==> src/rtl/fp_ctrl_pkg.sv <==
// Shared types and constants for the FP add/sub arbiter.
package fp_ctrl_pkg;

  localparam int unsigned FP_W     = 32;
  localparam int unsigned SIGN_BIT = 31;
  localparam logic [FP_W-1:0] QNAN = 32'h7FC0_0000;

  typedef enum logic [1:0] {
    StIdle,
    StIssue,
    StWait,
    StClear
  } state_e;

  // Subtraction is an addition with B's sign bit flipped; NaN/Inf keep their class.
  function automatic logic [FP_W-1:0] negate_if(input logic [FP_W-1:0] x, input logic sub);
    return x ^ (FP_W'(sub) << SIGN_BIT);
  endfunction

endpackage

==> src/rtl/fp_addsub_arbiter_if.sv <==
// Requester and FP-unit signals of the shared add/sub controller.
interface fp_addsub_arbiter_if #(
  parameter int unsigned NUM_REQ = 4
);
  import fp_ctrl_pkg::*;

  logic [NUM_REQ-1:0]      req_valid;
  logic [NUM_REQ-1:0]      req_ready;
  logic [NUM_REQ*FP_W-1:0] req_a;
  logic [NUM_REQ*FP_W-1:0] req_b;
  logic [NUM_REQ-1:0]      req_sub;
  logic [NUM_REQ-1:0]      rsp_valid;
  logic [FP_W-1:0]         rsp_data;
  logic                    rsp_timeout;
  logic [FP_W-1:0]         fu_a1;
  logic [FP_W-1:0]         fu_a2;
  logic                    fu_start;
  logic                    fu_reset;
  logic [FP_W-1:0]         fu_result;
  logic                    fu_done;

  // Environment side: requesters plus the FP unit.
  modport master (
    output req_valid, req_a, req_b, req_sub, fu_result, fu_done,
    input  req_ready, rsp_valid, rsp_data, rsp_timeout, fu_a1, fu_a2, fu_start, fu_reset
  );

  // Controller side.
  modport slave (
    input  req_valid, req_a, req_b, req_sub, fu_result, fu_done,
    output req_ready, rsp_valid, rsp_data, rsp_timeout, fu_a1, fu_a2, fu_start, fu_reset
  );

endinterface

==> src/rtl/rr_arbiter.sv <==
// Combinational round-robin pick: first requester at or after ptr, wrapping.
module rr_arbiter #(
  parameter int unsigned N = 4
) (
  input  logic [N-1:0]         req,
  input  logic [$clog2(N)-1:0] ptr,
  output logic [N-1:0]         grant,
  output logic [$clog2(N)-1:0] idx,
  output logic                 any
);

  localparam int unsigned IdxW = $clog2(N);
  localparam logic [IdxW:0] NumReq = (IdxW+1)'(N);

  // Scan N positions starting at ptr; the first hit wins.
  always_comb begin
    logic [IdxW:0]   sum;
    logic [IdxW-1:0] j;
    grant = '0;
    idx   = '0;
    any   = 1'b0;
    sum   = '0;
    j     = '0;
    for (int i = 0; i < N; i++) begin
      sum = {1'b0, ptr} + (IdxW+1)'(i);
      if (sum >= NumReq) begin
        sum = sum - NumReq;
      end
      j = sum[IdxW-1:0];
      if (!any && req[j]) begin
        any      = 1'b1;
        idx      = j;
        grant[j] = 1'b1;
      end
    end
  end

endmodule

==> src/rtl/fp_addsub_arbiter.sv <==
// Shares one FP add/sub unit among NUM_REQ requesters with a done watchdog.
module fp_addsub_arbiter
  import fp_ctrl_pkg::*;
#(
  parameter int unsigned NUM_REQ = 4,
  parameter int unsigned TIMEOUT = 64
) (
  input logic                clk,
  input logic                reset,
  fp_addsub_arbiter_if.slave bus
);

  localparam int unsigned IdxW = $clog2(NUM_REQ);
  localparam int unsigned CntW = $clog2(TIMEOUT);
  localparam logic [CntW-1:0] CntMax = CntW'(TIMEOUT - 1);
  localparam logic [IdxW-1:0] LastIdx = IdxW'(NUM_REQ - 1);

  state_e              state_q, state_d;
  logic [IdxW-1:0]     ptr_q, ptr_d;
  logic [IdxW-1:0]     gidx_q;
  logic [CntW-1:0]     cnt_q;
  logic [FP_W-1:0]     a1_q, a2_q, rsp_data_q;
  logic [NUM_REQ-1:0]  rsp_valid_q;
  logic                rsp_tmo_q;

  logic [NUM_REQ-1:0]  gnt;
  logic [IdxW-1:0]     gidx;
  logic                any;
  logic                accept, done_hit, tmo_hit;
  logic [FP_W-1:0]     a_arr [NUM_REQ];
  logic [FP_W-1:0]     b_arr [NUM_REQ];

  rr_arbiter #(
    .N (NUM_REQ)
  ) u_arb (
    .req   (bus.req_valid),
    .ptr   (ptr_q),
    .grant (gnt),
    .idx   (gidx),
    .any   (any)
  );

  // Unpack the flat operand buses so the grant index can select a word.
  always_comb begin
    for (int i = 0; i < NUM_REQ; i++) begin
      a_arr[i] = bus.req_a[i*FP_W +: FP_W];
      b_arr[i] = bus.req_b[i*FP_W +: FP_W];
    end
  end

  // FSM state and round-robin pointer.
  always_ff @(posedge clk or negedge reset) begin
    if (!reset) begin
      state_q <= StIdle;
      ptr_q   <= '0;
    end else begin
      state_q <= state_d;
      ptr_q   <= ptr_d;
    end
  end

  // Next state, pointer advance and event strobes.
  always_comb begin
    state_d  = state_q;
    ptr_d    = ptr_q;
    accept   = 1'b0;
    done_hit = 1'b0;
    tmo_hit  = 1'b0;
    unique case (state_q)
      StIdle: begin
        if (any) begin
          accept  = 1'b1;
          ptr_d   = (gidx == LastIdx) ? '0 : gidx + 1'b1;
          state_d = StIssue;
        end
      end
      StIssue: state_d = StWait;
      StWait: begin
        // done is only looked at here, so a stale level during ISSUE is ignored.
        if (bus.fu_done) begin
          done_hit = 1'b1;
          state_d  = StClear;
        end else if (cnt_q == CntMax) begin
          tmo_hit = 1'b1;
          state_d = StClear;
        end
      end
      StClear: state_d = StIdle;
      default: state_d = StIdle;
    endcase
  end

  // Operand capture, watchdog count and response registers.
  always_ff @(posedge clk or negedge reset) begin
    if (!reset) begin
      gidx_q      <= '0;
      cnt_q       <= '0;
      a1_q        <= '0;
      a2_q        <= '0;
      rsp_data_q  <= '0;
      rsp_valid_q <= '0;
      rsp_tmo_q   <= 1'b0;
    end else begin
      rsp_valid_q <= '0;
      if (accept) begin
        gidx_q <= gidx;
        a1_q   <= a_arr[gidx];
        a2_q   <= negate_if(b_arr[gidx], bus.req_sub[gidx]);
      end
      if (state_q == StIssue) begin
        cnt_q <= '0;
      end else if (state_q == StWait) begin
        cnt_q <= cnt_q + 1'b1;
      end
      if (done_hit) begin
        rsp_data_q  <= bus.fu_result;
        rsp_tmo_q   <= 1'b0;
        rsp_valid_q <= NUM_REQ'(1) << gidx_q;
      end else if (tmo_hit) begin
        rsp_data_q  <= QNAN;
        rsp_tmo_q   <= 1'b1;
        rsp_valid_q <= NUM_REQ'(1) << gidx_q;
      end
    end
  end

  // Ready is masked in reset so a held request is not strobed before release.
  assign bus.req_ready   = (state_q == StIdle && reset) ? gnt : '0;
  assign bus.rsp_valid   = rsp_valid_q;
  assign bus.rsp_data    = rsp_data_q;
  assign bus.rsp_timeout = rsp_tmo_q;
  assign bus.fu_a1       = a1_q;
  assign bus.fu_a2       = a2_q;
  assign bus.fu_start    = (state_q == StIssue);
  // Hold the unit clear while the controller itself is in reset.
  assign bus.fu_reset    = ~reset | (state_q == StClear);

endmodule

==> src/flat_wrapper.sv <==
// flat-port wrapper written by rule: the top's interface ports become plain ports
module fp_addsub_arbiter_flat import fp_ctrl_pkg::*;
#(
  parameter int unsigned NUM_REQ = 4,
  parameter int unsigned TIMEOUT = 64
)
  (clk, reset, bus_req_valid, bus_req_a, bus_req_b, bus_req_sub, bus_fu_result, bus_fu_done, bus_req_ready, bus_rsp_valid, bus_rsp_data, bus_rsp_timeout, bus_fu_a1, bus_fu_a2, bus_fu_start, bus_fu_reset);
  fp_addsub_arbiter_if #(.NUM_REQ(NUM_REQ)) bus_i ();
  input logic clk;
  input logic reset;
  input wire logic [$bits(bus_i.req_valid)-1:0] bus_req_valid;
  input wire logic [$bits(bus_i.req_a)-1:0] bus_req_a;
  input wire logic [$bits(bus_i.req_b)-1:0] bus_req_b;
  input wire logic [$bits(bus_i.req_sub)-1:0] bus_req_sub;
  input wire logic [$bits(bus_i.fu_result)-1:0] bus_fu_result;
  input wire logic [$bits(bus_i.fu_done)-1:0] bus_fu_done;
  output wire logic [$bits(bus_i.req_ready)-1:0] bus_req_ready;
  output wire logic [$bits(bus_i.rsp_valid)-1:0] bus_rsp_valid;
  output wire logic [$bits(bus_i.rsp_data)-1:0] bus_rsp_data;
  output wire logic [$bits(bus_i.rsp_timeout)-1:0] bus_rsp_timeout;
  output wire logic [$bits(bus_i.fu_a1)-1:0] bus_fu_a1;
  output wire logic [$bits(bus_i.fu_a2)-1:0] bus_fu_a2;
  output wire logic [$bits(bus_i.fu_start)-1:0] bus_fu_start;
  output wire logic [$bits(bus_i.fu_reset)-1:0] bus_fu_reset;
  assign bus_i.req_valid = bus_req_valid;
  assign bus_i.req_a = bus_req_a;
  assign bus_i.req_b = bus_req_b;
  assign bus_i.req_sub = bus_req_sub;
  assign bus_i.fu_result = bus_fu_result;
  assign bus_i.fu_done = bus_fu_done;
  assign bus_req_ready = bus_i.req_ready;
  assign bus_rsp_valid = bus_i.rsp_valid;
  assign bus_rsp_data = bus_i.rsp_data;
  assign bus_rsp_timeout = bus_i.rsp_timeout;
  assign bus_fu_a1 = bus_i.fu_a1;
  assign bus_fu_a2 = bus_i.fu_a2;
  assign bus_fu_start = bus_i.fu_start;
  assign bus_fu_reset = bus_i.fu_reset;
  fp_addsub_arbiter #(.NUM_REQ(NUM_REQ), .TIMEOUT(TIMEOUT)) u_core (.clk(clk), .reset(reset), .bus(bus_i));
endmodule
==> config.mk <==
export PLATFORM = sky130hd
export DESIGN_NAME = fp_addsub_arbiter_flat
export DESIGN_NICKNAME = d
export VERILOG_FILES = /design/src/rtl/fp_ctrl_pkg.sv /design/src/rtl/fp_addsub_arbiter_if.sv /design/src/rtl/rr_arbiter.sv /design/src/rtl/fp_addsub_arbiter.sv /design/src/flat_wrapper.sv
export SDC_FILE = /design/constraint.sdc
export NUM_CORES = 1
export LEC_CHECK = 0
export BUFFER_PORTS_ARGS = -buffer_cell sky130_fd_sc_hd__buf_2
export CELL_PAD_IN_SITES_DETAIL_PLACEMENT = 1
export CELL_PAD_IN_SITES_GLOBAL_PLACEMENT = 1
export CORE_AREA = 5 5 157 159
export CTS_CLUSTER_SIZE = 40
export DETAILED_ROUTE_END_ITERATION = 16
export DIE_AREA = 0 0 162 164
export PLACE_DENSITY_LB_ADDON = 0.1
export RECOVER_POWER = 25
export SKIP_LAST_GASP = 1
export SLEW_MARGIN = 40
export SYNTH_ARGS = -nofsm -noshare
export SYNTH_HDL_FRONTEND = slang
export SYNTH_HIERARCHICAL = 1
export SYNTH_SLANG_ARGS = --single-unit
==> constraint.sdc <==
create_clock -name clk -period 3.5 [get_ports clk]
set_input_delay 0.35 -clock clk [delete_from_list [all_inputs] [get_ports clk]]
set_output_delay 0.35 -clock clk [all_outputs]
set_load 0.005 [all_outputs]
==> results.cfg <==
[min_path]
min_path_cells = 3
hold_class = input port to flop

[setup_path]
path_cells = inv_1 -> ha_1 -> mux4_1 -> nor2b_1 -> nor2_1 -> o31ai_4 -> buf_12 -> mux4_2 -> mux2_2
worstSetupStartpointType = flop
max_stage_delay_ns = 0.58
arrival_ns = 3.54
slowest_stage = o31ai_4
setup.worst_path.class = flop to flop
r2r_slack_ns = 0.26
worst-path-stages = 9
crit_fanout = 29
worstSetupEndpoint = u_core/bus.fu_a2[13]
cp-end-kind = flop
startpoint = u_core/ptr_q[1]
reg2reg_depth = 9
cp_num_buf_inv = 2
r2r-start = u_core/ptr_q[1]
rr_endpoint = u_core/bus.fu_a2[13]
critPathRequiredTime_ns = 3.80
path_delay_family = multiplexers

[floorplan]
ios = 406
start_util = 0.277
core_area_um2 = 23100
dieHeight_um = 164
dieWidth_um = 162
row_count = 56
dieArea_um2 = 26600

[final_layout]
syn_to_final_growth_pct = 46.9
utilization = 0.408
nets = 1197
post_route_cells_drive_above_1_share = 0.646

[yosys]
netlist_top_cells_area = dfrtp_1 44%, mux4_2 23%, mux2_2 12%, nand2_1 4.1%, o21ai_0 3.1%
synth_flop_cell = dfrtp_1
synth_top_area_cell = dfrtp_1
yosys-top-cells-count = 113 x dfrtp_1, 70 x nand2_1, 69 x mux2_2
synth.distinct_cells = 39
yosysMostFrequentCell = dfrtp_1
synthesis.nets = 791
synth.avg_cell_area_um2 = 13.4
netlist_instances = 480
async_flop_share = 1.00
synth_top_area_share = 0.441
synth_area_um2 = 6410
ys_warn_count = 6
synth_edf_count = 0
ys_seq_area_frac = 0.441
ys_ff_latch = 113

[sta]
whs_ns = 0.130
hold_violations = 0
setup_ws_ns = 0.257
slew_headroom = 0.0151
slew_violations = 0
rsz0062_at_grt = false
tightestPinTransition_ns = 1.48
max_freq_ghz = 0.308
finalSetupViolCount = 0
skew_ns = 0.00859
fin_crit_sh = 0.927
period_needed_ns = 3.24

[routing]
final_antenna_net_count = 0
num_vias = 5797
wl_per_cell_um = 21.9
viasPerCell = 4.85
drt_iter0_drc = 234
wl_mm = 26.2
drc = 0
firstDrtPassIters = 4

[clock_tree]
clk_latency_ns = 0.41
cts_root_buffer = clkbuf_16
htreeDepth = 4
clk_pin_slew_ns = 0.06
cts_tree = done
numCtsBuffers = 17
clock_sinks = 113
cts.path.max_buffers = 2

[global_route]
grt-ovfl-total = 0
grt_use_total = 0.195
grt_pass1_vias = 6686
antenna_found_initial = 15
grt_max_degree = 55
grt_pass1_wl_mm = 39.0

[status]
status = complete, no violations

[power_and_ir_drop]
peakVddDrop_uv = 446
p_leak_uw = 0.00452
pwr_density_cell_nw_per_um2 = 1040

[placement]
dpl.hpwl_mm = 21.4
pre_cts_ws_ns = -0.00763
gp_congestion = 0.828
io_buffers = 405

[flow_run]
maxCapViolCount = 0
==> routing by layer <==
layer  routed length, um  track usage  up-vias
li1                    -            -     2630
met1                9430        0.209     2884
met2               13900        0.347      232
met3                2420       0.0871       37
met4                 412       0.0565       14
met5                  80            0        -
==> per-stage QoR <==
stage / setup TNS (ns) / total power, uW / area, um2 / cells
6_report: 0 / 9820 / 9420 / 1196
5_1_grt: 0 / 10600 / 9420 / 1196
4_1_cts: 0 / 9980 / 9410 / 1187
3_5_place_dp: -0.0256 / 8190 / 8820 / 1153
3_3_place_gp: 0 / 7950 / 8790 / 1152
2_1_floorplan: 0 / 6340 / 6410 / 480
==> layout make-up <==
type / count / area, um2
clock inverters: 12 / 110
diodes: 7 / 17.5
multi-input cells: 322 / 3400
inverters: 10 / 37.5
fillers: 2627 / 13700
repair buffers: 422 / 2200
well taps: 290 / 363
flip-flops and latches: 113 / 2830
clock buffers: 20 / 467
==> layout by cell type (no fill, tap or decap), types with 2 or more instances in the layout <==
cell / Yosys / final
o21ai_0: 40 / 40
mux2_2: 69 / 69
nand2b_1: 3 / 3
xnor2_1: 5 / 5
inv_1: 10 / 10
buf_2: 6 / 388
nand2_1: 70 / 68
clkbuf_1: 17 / 16
clkinv_2: 0 / 3
diode_2: 0 / 7
nand3_1: 2 / 2
nor3_1: 3 / 3
and3_1: 5 / 4
mux2i_1: 2 / 2
ha_1: 12 / 12
a22oi_1: 8 / 8
clkinvlp_4: 0 / 4
dfrtp_2: 0 / 2
mux4_1: 2 / 2
clkbuf_8: 0 / 3
buf_12: 0 / 5
buf_4: 0 / 10
nor2b_1: 2 / 2
nor2_1: 10 / 10
a21oi_1: 3 / 3
clkbuf_16: 0 / 17
dfrtp_1: 113 / 111
o22ai_1: 2 / 2
clkinv_4: 0 / 4
mux4_2: 66 / 66
==> worst min path at each step <==
| stage | end | start |
|---|---|---|
| 2_1_floorplan | u_core/bus.fu_a1[0] | reset |
| 3_3_place_gp | u_core/state_q[0] | reset |
| 3_5_place_dp | u_core/state_q[0] | reset |
| 4_1_cts | u_core/bus.rsp_data[23] | bus_fu_result[23] |
| 5_1_grt | u_core/bus.rsp_data[26] | bus_fu_result[26] |
| 6_report | u_core/bus.rsp_data[29] | bus_fu_result[29] |
==> flip-flops by register name, indices dropped and copies added (netlist names), 2 cells and up <==
register              flops
u_core/bus.fu_a1         32
u_core/bus.fu_a2         32
u_core/bus.rsp_data      32
u_core/bus.rsp_valid      4
u_core/cnt_q              6
u_core/gidx_q             2
u_core/ptr_q              2
u_core/state_q            2
==> kinds of logic after synthesis <==
| group | synth area share |
|---|---|
| DFF | 0.441 |
| buffers and inverters | 0.0363 |
| and+or+nand+nor | 0.0722 |
| xor gates and xnor gates | 0.00819 |
| AOI/OAI and AO/OA | 0.0550 |
| adders and majority gates | 0.0234 |
| muxes | 0.364 |
==> tightest hold or removal path, stage by stage <==
cell	delay, ns
buf_2	0.07
nand2_1	0.04
nand2_1	0.04
==> repair_timing <==
item / 4_1_cts / 5_1_grt
endpoints found under the hold margin: 7 / 0
gates resized for setup: 0 / 2
setup endpoints to repair: 11 / 47
buffers inserted: 0 / 2
gates cloned: 1 / 0
pin swaps: 0 / 1
hold buffers: 1 / 0
==> report_power, final <==
part	switching (uW)	leakage [uW]	internal [uW]
Sequential	362	0.00136	1980
Clock	657	0.000274	1030
Combinational	2580	0.00288	3200
Power figures use the tool's default switching activity.
